--- src/rtl/set_bit_pkg.sv ---
// Shared definitions for the set_bit block: op-code encoding and status bit positions.
package set_bit_pkg;

  typedef enum logic [1:0] {
    OP_SET    = 2'b00,
    OP_CLEAR  = 2'b01,
    OP_TOGGLE = 2'b10,
    OP_TEST   = 2'b11
  } op_e;

  localparam int ST_W       = 4;
  localparam int ST_RANGE   = 0;
  localparam int ST_WAS_SET = 1;
  localparam int ST_ONES    = 2;
  localparam int ST_ZERO    = 3;

endpackage

--- src/rtl/set_bit_decode.sv ---
// Converts a bit index into a one-hot mask; the mask is all zeros when the index is >= N.
module set_bit_decode #(
  parameter int N = 4
) (
  input  logic [N-1:0] idx,
  output logic [N-1:0] mask,
  output logic         in_range
);

  // one-hot decode; an out-of-range index matches no position
  always_comb begin
    mask = '0;
    for (int i = 0; i < N; i++) begin
      if (idx == N'(i)) begin
        mask[i] = 1'b1;
      end else begin
        mask[i] = 1'b0;
      end
    end
  end

  assign in_range = |mask;

endmodule

--- src/rtl/set_bit.sv ---
// Single-bit set/clear/toggle/test on an N-bit word with one-cycle registered result.
// Define SET_BIT_STATUS_EN to build the o_status flag logic; otherwise o_status is tied to 0.
module set_bit
  import set_bit_pkg::*;
#(
  parameter int N = 4
) (
  input  logic            i_clk,
  input  logic            i_rst,
  input  logic            i_valid,
  input  logic [1:0]      i_op,
  input  logic [N-1:0]    i_argA,
  input  logic [N-1:0]    i_argB,
  output logic            o_valid,
  output logic [N-1:0]    o_result,
  output logic [ST_W-1:0] o_status
);

  logic [N-1:0]    mask_s;
  logic            in_range_s;
  logic [N-1:0]    result_s;
  logic [ST_W-1:0] status_s;

  set_bit_decode #(.N(N)) u_decode (
    .idx      (i_argB),
    .mask     (mask_s),
    .in_range (in_range_s)
  );

  // apply the op through the one-hot mask so only bit i_argB can change
  always_comb begin
    result_s = i_argA;
    if (in_range_s) begin
      case (op_e'(i_op))
        OP_SET:    result_s = i_argA | mask_s;
        OP_CLEAR:  result_s = i_argA & ~mask_s;
        OP_TOGGLE: result_s = i_argA ^ mask_s;
        OP_TEST:   result_s = i_argA;
        default:   result_s = i_argA;
      endcase
    end else begin
      result_s = i_argA;
    end
  end

`ifdef SET_BIT_STATUS_EN
  // status flags; the was-set flag reads 0 out of range because the mask is empty
  always_comb begin
    status_s             = {ST_W{1'b0}};
    status_s[ST_RANGE]   = ~in_range_s;
    status_s[ST_WAS_SET] = |(i_argA & mask_s);
    status_s[ST_ONES]    = &result_s;
    status_s[ST_ZERO]    = ~|result_s;
  end
`else
  assign status_s = {ST_W{1'b0}};
`endif

  // output register: data and status only load on a valid operation, else they hold
  always_ff @(posedge i_clk or posedge i_rst) begin
    if (i_rst) begin
      o_valid  <= 1'b0;
      o_result <= {N{1'b0}};
      o_status <= {ST_W{1'b0}};
    end else begin
      o_valid <= i_valid;
      if (i_valid) begin
        o_result <= result_s;
        o_status <= status_s;
      end else begin
        o_result <= o_result;
        o_status <= o_status;
      end
    end
  end

endmodule

--- config.mk ---
export PLATFORM = sky130hd
export DESIGN_NAME = set_bit
export DESIGN_NICKNAME = d
export VERILOG_FILES = /design/src/rtl/set_bit_pkg.sv /design/src/rtl/set_bit_decode.sv /design/src/rtl/set_bit.sv
export SDC_FILE = /design/constraint.sdc
export NUM_CORES = 1
export LEC_CHECK = 0
export BUFFER_PORTS_ARGS = -buffer_cell sky130_fd_sc_hd__buf_4
export CORE_AREA = 8 8 45 47
export CTS_CLUSTER_DIAMETER = 40
export CTS_CLUSTER_SIZE = 14
export DETAILED_ROUTE_END_ITERATION = 12
export DIE_AREA = 0 0 53 55
export PLACE_DENSITY = 0.7
export SLEW_MARGIN = 20
export SYNTH_ARGS = -nofsm -noshare
export SYNTH_HDL_FRONTEND = slang
export SYNTH_HIERARCHICAL = 1
export SYNTH_SLANG_ARGS = --single-unit
--- constraint.sdc ---
create_clock -name i_clk -period 0.9 [get_ports i_clk]
set_input_delay 0.09 -clock i_clk [delete_from_list [all_inputs] [get_ports i_clk]]
set_output_delay 0.09 -clock i_clk [all_outputs]
set_load 0.02 [all_outputs]
==> results.json, run 1 <==
{
  "status": "finished with violations",
  "violations": "negative setup slack",
  "clock-sinks": 5,
  "post_cts.repair.setup_buffers": 0,
  "synth_enable_flop_cells": 0,
  "grt_pass1_wl_um": 1880,
  "drc": 0,
  "finalPower_mw": 0.855,
  "antenna_found_initial": 0,
  "dp.cells": 91,
  "required_ns": 1.02,
  "layout-drive-gt1-share_pct": 42.5,
  "cts_tree": "done",
  "core_um2": 1380,
  "drv_cap": 0,
  "hold_viol_final": 0,
  "layout.nets": 102,
  "critical_path_class": "in2reg",
  "slowest_stage": "mux4_2",
  "synth_top_cell_area_share_pct": 22.8,
  "final.period_utilization_pct": 151,
  "yosysWarnings": 6,
  "synthTopCellsByCount": "inv_1, ha_1, dfrtp_1",
  "p_per_area_nw_per_um2": 1050,
  "grt_pass1_vias": 465,
  "dr.pass1.iters": 3,
  "rows": 14,
  "cts.htree.levels": 1,
  "drtIter0Drc": 9,
  "worstPathCellList": "buf_8 -> nor4_4 -> inv_1 -> ha_1 -> mux4_2 -> a31o_1",
  "synth-compound-area-share_pct": 10.7,
  "synth_area_um2": 549,
  "initial_core_util_pct": 39.7,
  "wire_per_inst_um": 12.1,
  "yosysTopAreaCell": "dfrtp_1",
  "timing.hold.ws_ns": 0.0501,
  "rsz0062_at_grt": "true",
  "cp-start-kind": "input port",
  "dpl_cell_area_um2": 731,
  "fin_skew_ns": 0,
  "crit_buf_inv": 2,
  "synth_seq_area_share_pct": 22.8,
  "die_h_um": 55,
  "async_reset_ff_share_pct": 100,
  "end_kind": "flip-flop",
  "synth_cell_types": 19,
  "yosysMostFrequentCell": "inv_1",
  "yosys.area_share.simple_pct": 10.7,
  "die_w_um": 53,
  "portBuffers": 17,
  "dp_hpwl_um": 1020,
  "final_cell_count_no_fill": 96,
  "setup_ws_ns": -0.460,
  "synth_top_family_by_area": "multiplexers",
  "p_leak_nw": 0.397,
  "synth-seq-cells": 5,
  "io_pins": 22,
  "synthFlopType": "dfrtp_1",
  "clock_latency_ns": 0.24,
  "setup_viol": 4,
  "num_vias": 463,
  "synth.area.top_cells": "dfrtp_1, ha_1, mux4_1",
  "vias_per_cell": 4.82,
  "yosys.area_share.xor_xnor_pct": 0,
  "syn_avg_cell_area_um2": 9.47,
  "slew_viol_final": 0,
  "clk_pin_slew_ns": 0.04,
  "routabilityCongestion": 0.720,
  "ir_drop_uv": 354,
  "die-area_um2": 2920,
  "clock-root-buffer": "clkbuf_4",
  "synthCells": 58,
  "drt_wl_total_um": 1160,
  "crit_fanout": 4,
  "worstPathArrival_ns": 1.48,
  "overflow": 0,
  "rrSetupSlack_ns": 0.07,
  "grtUsageTotal_pct": 8.75,
  "cts-root-to-sink-buffers": 2,
  "antenna_left": 0,
  "max_freq_mhz": 735,
  "antenna_cells": 0,
  "finish.instance_area_um2": 811,
  "crit_family": "multiplexers",
  "synthToLayoutAreaGrowth_pct": 47.6,
  "synthAdderAreaFrac_pct": 18.2,
  "synth.area.mux_share_pct": 18.5,
  "hold_path.class": "in2reg",
  "cts_made_buffers": 3,
  "slowest_delay_ns": 0.45,
  "grt_max_degree": 14,
  "fillers": 125,
  "period_needed_ns": 1.36
}
==> cells in the final DEF (no fill, tap or decap), drive strengths merged, types with 2 or more instances in the layout <==
master and count:
dfrtp 5, o22ai 3, nor4b 2, inv 17, nand2 3, clkbuf 4
conb 4, mux4 4, a31o 4, buf 20, ha 8
==> cell families after synthesis <==
group           count (synthesis)
buf+inv                        23
simple gates                    9
compound gates                  8
fa+ha+maj                       8
flops                           5
mux                             4
other cells                     1
==> where the power goes <==
group / internal [mW] / leakage (nW) / total [mW] / switching [mW]
Clock: 0.167 / 0.0150 / 0.257 / 0.0892
Combinational: 0.177 / 0.322 / 0.335 / 0.157
Sequential: 0.250 / 0.0605 / 0.263 / 0.0135
Total: 0.595 / 0.397 / 0.855 / 0.260
==> worst reg2reg max path, stage by stage (launching register included) <==
cell     delay, ns
dfrtp_1       0.39
inv_1         0.06
o21ai_0       0.06
a31o_1        0.20
==> final timing paths <==
| kind | startpoint | endpoint | depth (start not counted) |
|---|---|---|---|
| min in group asynchronous | i_rst | o_result[1] | 3 |
| hold reg to reg | o_result[1] | o_result[1] | 3 |
| hold / removal | i_valid | o_valid | 1 |
| max in group asynchronous | i_rst | o_result[0] | 3 |
| setup reg to reg | o_result[0] | o_result[0] | 3 |
| setup / recovery | i_argB[0] | o_result[0] | 6 |
==> state kept, by name, indices dropped and copies added (netlist names) <==
register / count
o_result: 4
o_valid: 1
==> repair_timing <==
item / in CTS / in global routing
endpoints found under the setup margin: 4 / 5
hold buffers: 1 / 0
pin swaps: 7 / 5
resized for setup: 6 / 4
hold endpoints to repair: 5 / 0
==> final cells by class <==
type	instances	area, um2	share of cell area, %
multi-input combinational	33	380	46.9
timing repair buffer	21	195	24.1
tap	16	20.0	2.47
clock buffer	4	26.3	3.24
inverter	17	63.8	7.87
sequential	5	125	15.4
==> metrics by stage <==
| stage | setup TNS [ns] | worst slack, ns | util (%) |
|---|---|---|---|
| finish | -1.74 | -0.460 | 58.6 |
| CTS | -1.85 | -0.499 | 57.1 |
| floorplan | -2.05 | -0.546 | - |
| detailed placement | -2.95 | -0.762 | 52.8 |
| global route | -1.97 | -0.539 | 58.6 |
| global placement | -2.82 | -0.741 | 52.8 |
==> layer usage <==
metal | vias up | track usage [%] | part of all wire [%]
li1 | 231 | - | -
met1 | 211 | 7.91 | 34
met2 | 17 | 16.0 | 53
met3 | 4 | 2.94 | 12
met4 | 0 | 6.47 | 2.2
met5 | - | 0 | 0
Power figures use the tool's default switching activity.
==> inputs of run 2 (changes only) <==
--- a/config.mk
+++ b/config.mk
@@ -6,12 +6,14 @@
 export NUM_CORES = 1
 export LEC_CHECK = 0
 export BUFFER_PORTS_ARGS = -buffer_cell sky130_fd_sc_hd__buf_4
-export CORE_AREA = 8 8 45 47
+export CELL_PAD_IN_SITES_DETAIL_PLACEMENT = 2
+export CELL_PAD_IN_SITES_GLOBAL_PLACEMENT = 2
+export CORE_MARGIN = 8
+export CORE_UTILIZATION = 26
 export CTS_CLUSTER_DIAMETER = 40
 export CTS_CLUSTER_SIZE = 14
 export DETAILED_ROUTE_END_ITERATION = 12
-export DIE_AREA = 0 0 53 55
-export PLACE_DENSITY = 0.7
+export PLACE_DENSITY_LB_ADDON = 0.1
 export SLEW_MARGIN = 20
 export SYNTH_ARGS = -nofsm -noshare
 export SYNTH_HDL_FRONTEND = slang
==> run 2 against run 1 <==
  * The flow still finishes with violations (negative setup slack)
  * Core utilization fell by 13 points
  * Clock-buffer cell count unchanged
  * Register-to-register slack is essentially flat
  * Sequential power about the same
  * Routed wire length grew 49%
  * First-iteration DRC count fell by 89%
  * Critical path depth increased by 1
  * Global-route usage is 0.20 points higher
  * Largest cell class unchanged
  * Highest routed layer unchanged
==> results.json, run 2 (synthesis gave the netlist of run 1 again) <==
{
  "status": "finished with violations",
  "violations": "negative setup slack",
  "clk_pin_slew_ns": 0.04,
  "antenna_cells": 0,
  "die-area_um2": 3840,
  "cts-root-to-sink-buffers": 2,
  "setup_viol": 4,
  "synthToLayoutAreaGrowth_pct": 63.6,
  "finish.instance_area_um2": 898,
  "initial_core_util_pct": 27.7,
  "hold_path.class": "in2reg",
  "required_ns": 1.03,
  "critical_path_class": "in2reg",
  "drt_wl_total_um": 1730,
  "antenna_found_initial": 0,
  "p_per_area_nw_per_um2": 1010,
  "clock-sinks": 5,
  "fillers": 217,
  "routabilityCongestion": 0.668,
  "mostFrequentLayoutCells": "inv_1, buf_4, ha_1, buf_6, dfrtp_1",
  "pre_cts_ws_ns": -0.811,
  "ir_drop_uv": 426,
  "max_freq_mhz": 692,
  "cts_made_buffers": 3,
  "grt_pass1_wl_um": 2550,
  "layout.nets": 106,
  "vias_per_cell": 4.52,
  "core_um2": 1980,
  "grtUsageTotal_pct": 8.95,
  "dp_hpwl_um": 1310,
  "antenna_left": 0,
  "slowest_stage": "mux4_2",
  "portBuffers": 17,
  "cts_tree": "done",
  "end_kind": "flip-flop",
  "period_needed_ns": 1.45,
  "grt_pass1_vias": 573,
  "rsz0062_at_grt": "true",
  "die_h_um": 62.0,
  "num_vias": 502,
  "drtIter0Drc": 1,
  "cts.htree.levels": 1,
  "grt_max_degree": 14,
  "largest_reg_flops": 4,
  "cp-start-kind": "input port",
  "dpl_cell_area_um2": 759,
  "overflow": 0,
  "io_pins": 22,
  "cpMostUsedCell": "buf_12",
  "crit_fanout": 4,
  "clock_latency_ns": 0.24,
  "top_register": "o_result",
  "setup_ws_ns": -0.545,
  "clock-root-buffer": "clkbuf_4",
  "rows": 16,
  "fin_skew_ns": 0,
  "worstPathArrival_ns": 1.57,
  "drv_cap": 0,
  "dr.pass1.iters": 3,
  "drc": 0,
  "timing.hold.ws_ns": 0.0615,
  "p_leak_nw": 0.427,
  "worstPathCellList": "buf_12 -> buf_12 -> and4bb_2 -> inv_2 -> ha_4 -> mux4_2 -> a31o_1",
  "crit_buf_inv": 3,
  "finalPower_mw": 0.909,
  "slew_viol_final": 0,
  "slowest_delay_ns": 0.45,
  "layout-drive-gt1-share_pct": 48.8,
  "die_w_um": 62.0,
  "crit_family": "multiplexers",
  "dp.cells": 104,
  "hold_viol_final": 0,
  "reg_top3": "o_result x4, o_valid x1",
  "final.period_utilization_pct": 161,
  "wire_per_inst_um": 15.6,
  "final_cell_count_no_fill": 111
}
[run 2: layer usage]
metal	share of wire [%]	track usage (%)	wire length (um)	vias to the layer above
met4	2.8	3.90	48	0
met5	0	0	0	-
li1	-	-	-	237
met3	5.6	2.06	96	6
met2	59	17.7	1020	18
met1	33	8.41	565	241
[run 2: repair_timing]
action | CTS | global route
pin swaps | 4 | 6
endpoints found under the setup margin | 4 | 7
hold endpoints to repair | 5 | 0
resized for setup | 8 | 9
setup buffers | 1 | 1
hold buffers | 1 | 0
[run 2: final cells by class]
type	count	area (um2)	share of cell area (%)
inverter	17	63.8	7.10
timing repair buffer	25	254	28.3
multi-input combinational	33	395	44.0
sequential	5	125	13.9
tap	27	33.8	3.76
clock buffer	4	26.3	2.92
[run 2: path summary, 6_finish.rpt]
kind | start | end | slack (ns) | cells after the start
max reg2reg | o_result[3] | o_result[3] | 0.08 | 3
max in group asynchronous | i_rst | o_result[2] | 0.43 | 3
min in group asynchronous | i_rst | o_valid | 0.31 | 3
min reg2reg | o_result[0] | o_result[0] | 0.69 | 3
max | i_argB[2] | o_result[3] | -0.55 | 7
min | i_valid | o_valid | 0.06 | 1
[run 2: power by group]
part | internal [mW] | total, mW | switching (mW)
Sequential | 0.250 | 0.265 | 0.0147
Combinational | 0.208 | 0.387 | 0.178
Clock | 0.168 | 0.258 | 0.0907
Total | 0.626 | 0.909 | 0.284
[run 2: metrics by stage]
| stage | util [%] | setup TNS (ns) |
|---|---|---|
| after floorplan | - | -2.05 |
| after global placement | 38.3 | -2.89 |
| after detailed placement | 38.3 | -2.98 |
| after CTS | 42.7 | -2.02 |
| after global routing | 45.3 | -2.22 |
| final | 45.3 | -2.12 |
==> inputs of run 3 (changes only) <==
--- a/config.mk
+++ b/config.mk
@@ -9,7 +9,7 @@
 export CELL_PAD_IN_SITES_DETAIL_PLACEMENT = 2
 export CELL_PAD_IN_SITES_GLOBAL_PLACEMENT = 2
 export CORE_MARGIN = 8
-export CORE_UTILIZATION = 26
+export CORE_UTILIZATION = 24
 export CTS_CLUSTER_DIAMETER = 40
 export CTS_CLUSTER_SIZE = 14
 export DETAILED_ROUTE_END_ITERATION = 12
==> constraint.sdc (replaced) <==
create_clock -name i_clk -period 1.17 [get_ports i_clk]
set_input_delay 0.117 -clock i_clk [delete_from_list [all_inputs] [get_ports i_clk]]
set_output_delay 0.117 -clock i_clk [all_outputs]
set_load 0.02 [all_outputs]
==> run 3 against run 2 <==
  * The flow still finishes with violations (negative setup slack)
  * Final area decreased by 2.2%
  * Setup slack improved by 0.31 ns
  * Register-to-register slack better by 0.28 ns
  * Power decreased by 26%
  * Routed wire length shrank 19%
  * Sequential share of layout area up 0.32 points
  * Critical path depth fell by 1
  * Critical path type unchanged
==> results.json, run 3 (synthesis gave the netlist of run 1 again) <==
{
  "status": "finished with violations",
  "violations": "negative setup slack",
  "rsz0062_at_grt": "true",
  "drc": 0,
  "slowest_delay_ns": 0.46,
  "drt_wl_total_um": 1400,
  "ir_drop_uv": 337,
  "end_kind": "flip-flop",
  "slew_viol_final": 0,
  "io_pins": 22,
  "clock_latency_ns": 0.24,
  "die-area_um2": 4080,
  "layout.nets": 105,
  "drtIter0Drc": 4,
  "grt_pass1_wl_um": 2540,
  "layout-drive-gt1-share_pct": 47.0,
  "period_needed_ns": 1.41,
  "cts-root-to-sink-buffers": 2,
  "grt_pass1_vias": 539,
  "cp-startpoint": "i_argB[0]",
  "crit_fanout": 4,
  "utilization_pct": 40.1,
  "num_vias": 465,
  "critical_path_class": "in2reg",
  "rr_startpoint": "o_result[2]",
  "antenna_cells": 0,
  "drv_cap": 0,
  "clock-root-buffer": "clkbuf_4",
  "routabilityCongestion": 0.671,
  "die_h_um": 63.8,
  "largest_reg_flops": 4,
  "hold_viol_final": 0,
  "layout.cells.most_common": "buf_4",
  "clk_pin_slew_ns": 0.04,
  "final_cell_count_no_fill": 111,
  "wire_per_inst_um": 12.6,
  "min-delay-start": "i_valid",
  "fin_skew_ns": 0,
  "antenna_left": 0,
  "reg2reg_depth": 3,
  "max_freq_mhz": 709,
  "dpl_cell_area_um2": 781,
  "reg_top3": "o_result x4, o_valid x1",
  "cts_made_buffers": 3,
  "vias_per_cell": 4.19,
  "rrSetupSlack_ns": 0.36,
  "setup_viol": 4,
  "cp-start-kind": "input port",
  "p_leak_nw": 0.420,
  "min_path_cells": 1,
  "worstSetupEndpoint": "o_result[2]",
  "portBuffers": 17,
  "synthToLayoutAreaGrowth_pct": 59.9,
  "cts_tree": "done",
  "initial_core_util_pct": 25.1,
  "worstPathCellList": "buf_12 -> nor4b_4 -> inv_1 -> ha_1 -> mux4_2 -> a31o_2",
  "slowest_stage": "mux4_2",
  "dp.cells": 106,
  "crit_cells": 6,
  "grt_max_degree": 14,
  "crit_family": "multiplexers",
  "setup_ws_ns": -0.240,
  "dp_hpwl_um": 1240,
  "mostFrequentLayoutCells": "buf_4, inv_1, ha_1, dfrtp_1",
  "r2r_end": "o_result[2]",
  "grtUsageTotal_pct": 7.79,
  "worstPathArrival_ns": 1.54,
  "cts.htree.levels": 1,
  "dr.pass1.iters": 2,
  "core_um2": 2190,
  "finish.instance_area_um2": 878,
  "antenna_found_initial": 0,
  "final.period_utilization_pct": 121,
  "clock-sinks": 5,
  "crit_buf_inv": 2,
  "die_w_um": 63.8,
  "rows": 17,
  "overflow": 0,
  "post_cts.repair.setup_buffers": 0,
  "p_per_area_nw_per_um2": 771,
  "top_register": "o_result",
  "hold_path.class": "in2reg",
  "required_ns": 1.30
}
run 3: cell count changes in the layout (fill, tap and decap cells not counted):
| cell | before | now |
|---|---|---|
| buf_4 | 15 | 18 |
| ha_2 | 1 | 0 |
| buf_6 | 5 | 0 |
| buf_8 | 1 | 2 |
| ha_1 | 5 | 6 |
run 3: layer usage:
metal	global-route usage (%)	routed length, um	up-vias
met5	0	0	-
met4	4.18	17	0
met3	2.79	88	2
met2	13.7	771	13
met1	7.89	527	214
li1	-	-	236
run 3: worst min-delay path by stage:
stage / endpoint / slack, ns
final: o_valid / 0.09
after global routing: o_valid / 0.09
after CTS: o_valid / 0.08
after detailed placement: o_valid / 0.04
after global placement: o_result[3] / 0.04
after floorplan: o_result[0] / -0.10
run 3: cell type report:
class,instances,area [um2]
clock buffer,4,26.3
fill,239,1310
inverter,17,63.8
multi-input combinational,33,393
sequential,5,125
tap,28,35.0
timing repair buffer,24,235
run 3: what timing repair did:
item | in CTS | in global routing
gates resized for setup | 9 | 4
hold buffers | 1 | 0
hold endpoints to repair | 5 | 0
pin swaps | 4 | 3
endpoints found under the setup margin | 4 | 4
run 3: per-stage QoR:
step           TNS (ns)  setup WS (ns)  hold slack, ns  power (mW)
6_report         -0.772         -0.240          0.0916       0.677
2_1_floorplan     -1.08         -0.303          -0.104       0.344
3_3_place_gp      -1.92         -0.510          0.0370       0.453
5_1_grt          -0.976         -0.306          0.0925       0.731
3_5_place_dp      -2.01         -0.532          0.0420       0.461
4_1_cts          -0.891         -0.255          0.0850       0.685
run 3: power by group:
part | leakage, nW | total, mW | switching (mW) | internal (mW)
clock network | 0.0150 | 0.199 | 0.0699 | 0.129
registers | 0.0605 | 0.200 | 0.00805 | 0.192
logic | 0.344 | 0.278 | 0.129 | 0.149
total | 0.420 | 0.677 | 0.207 | 0.470
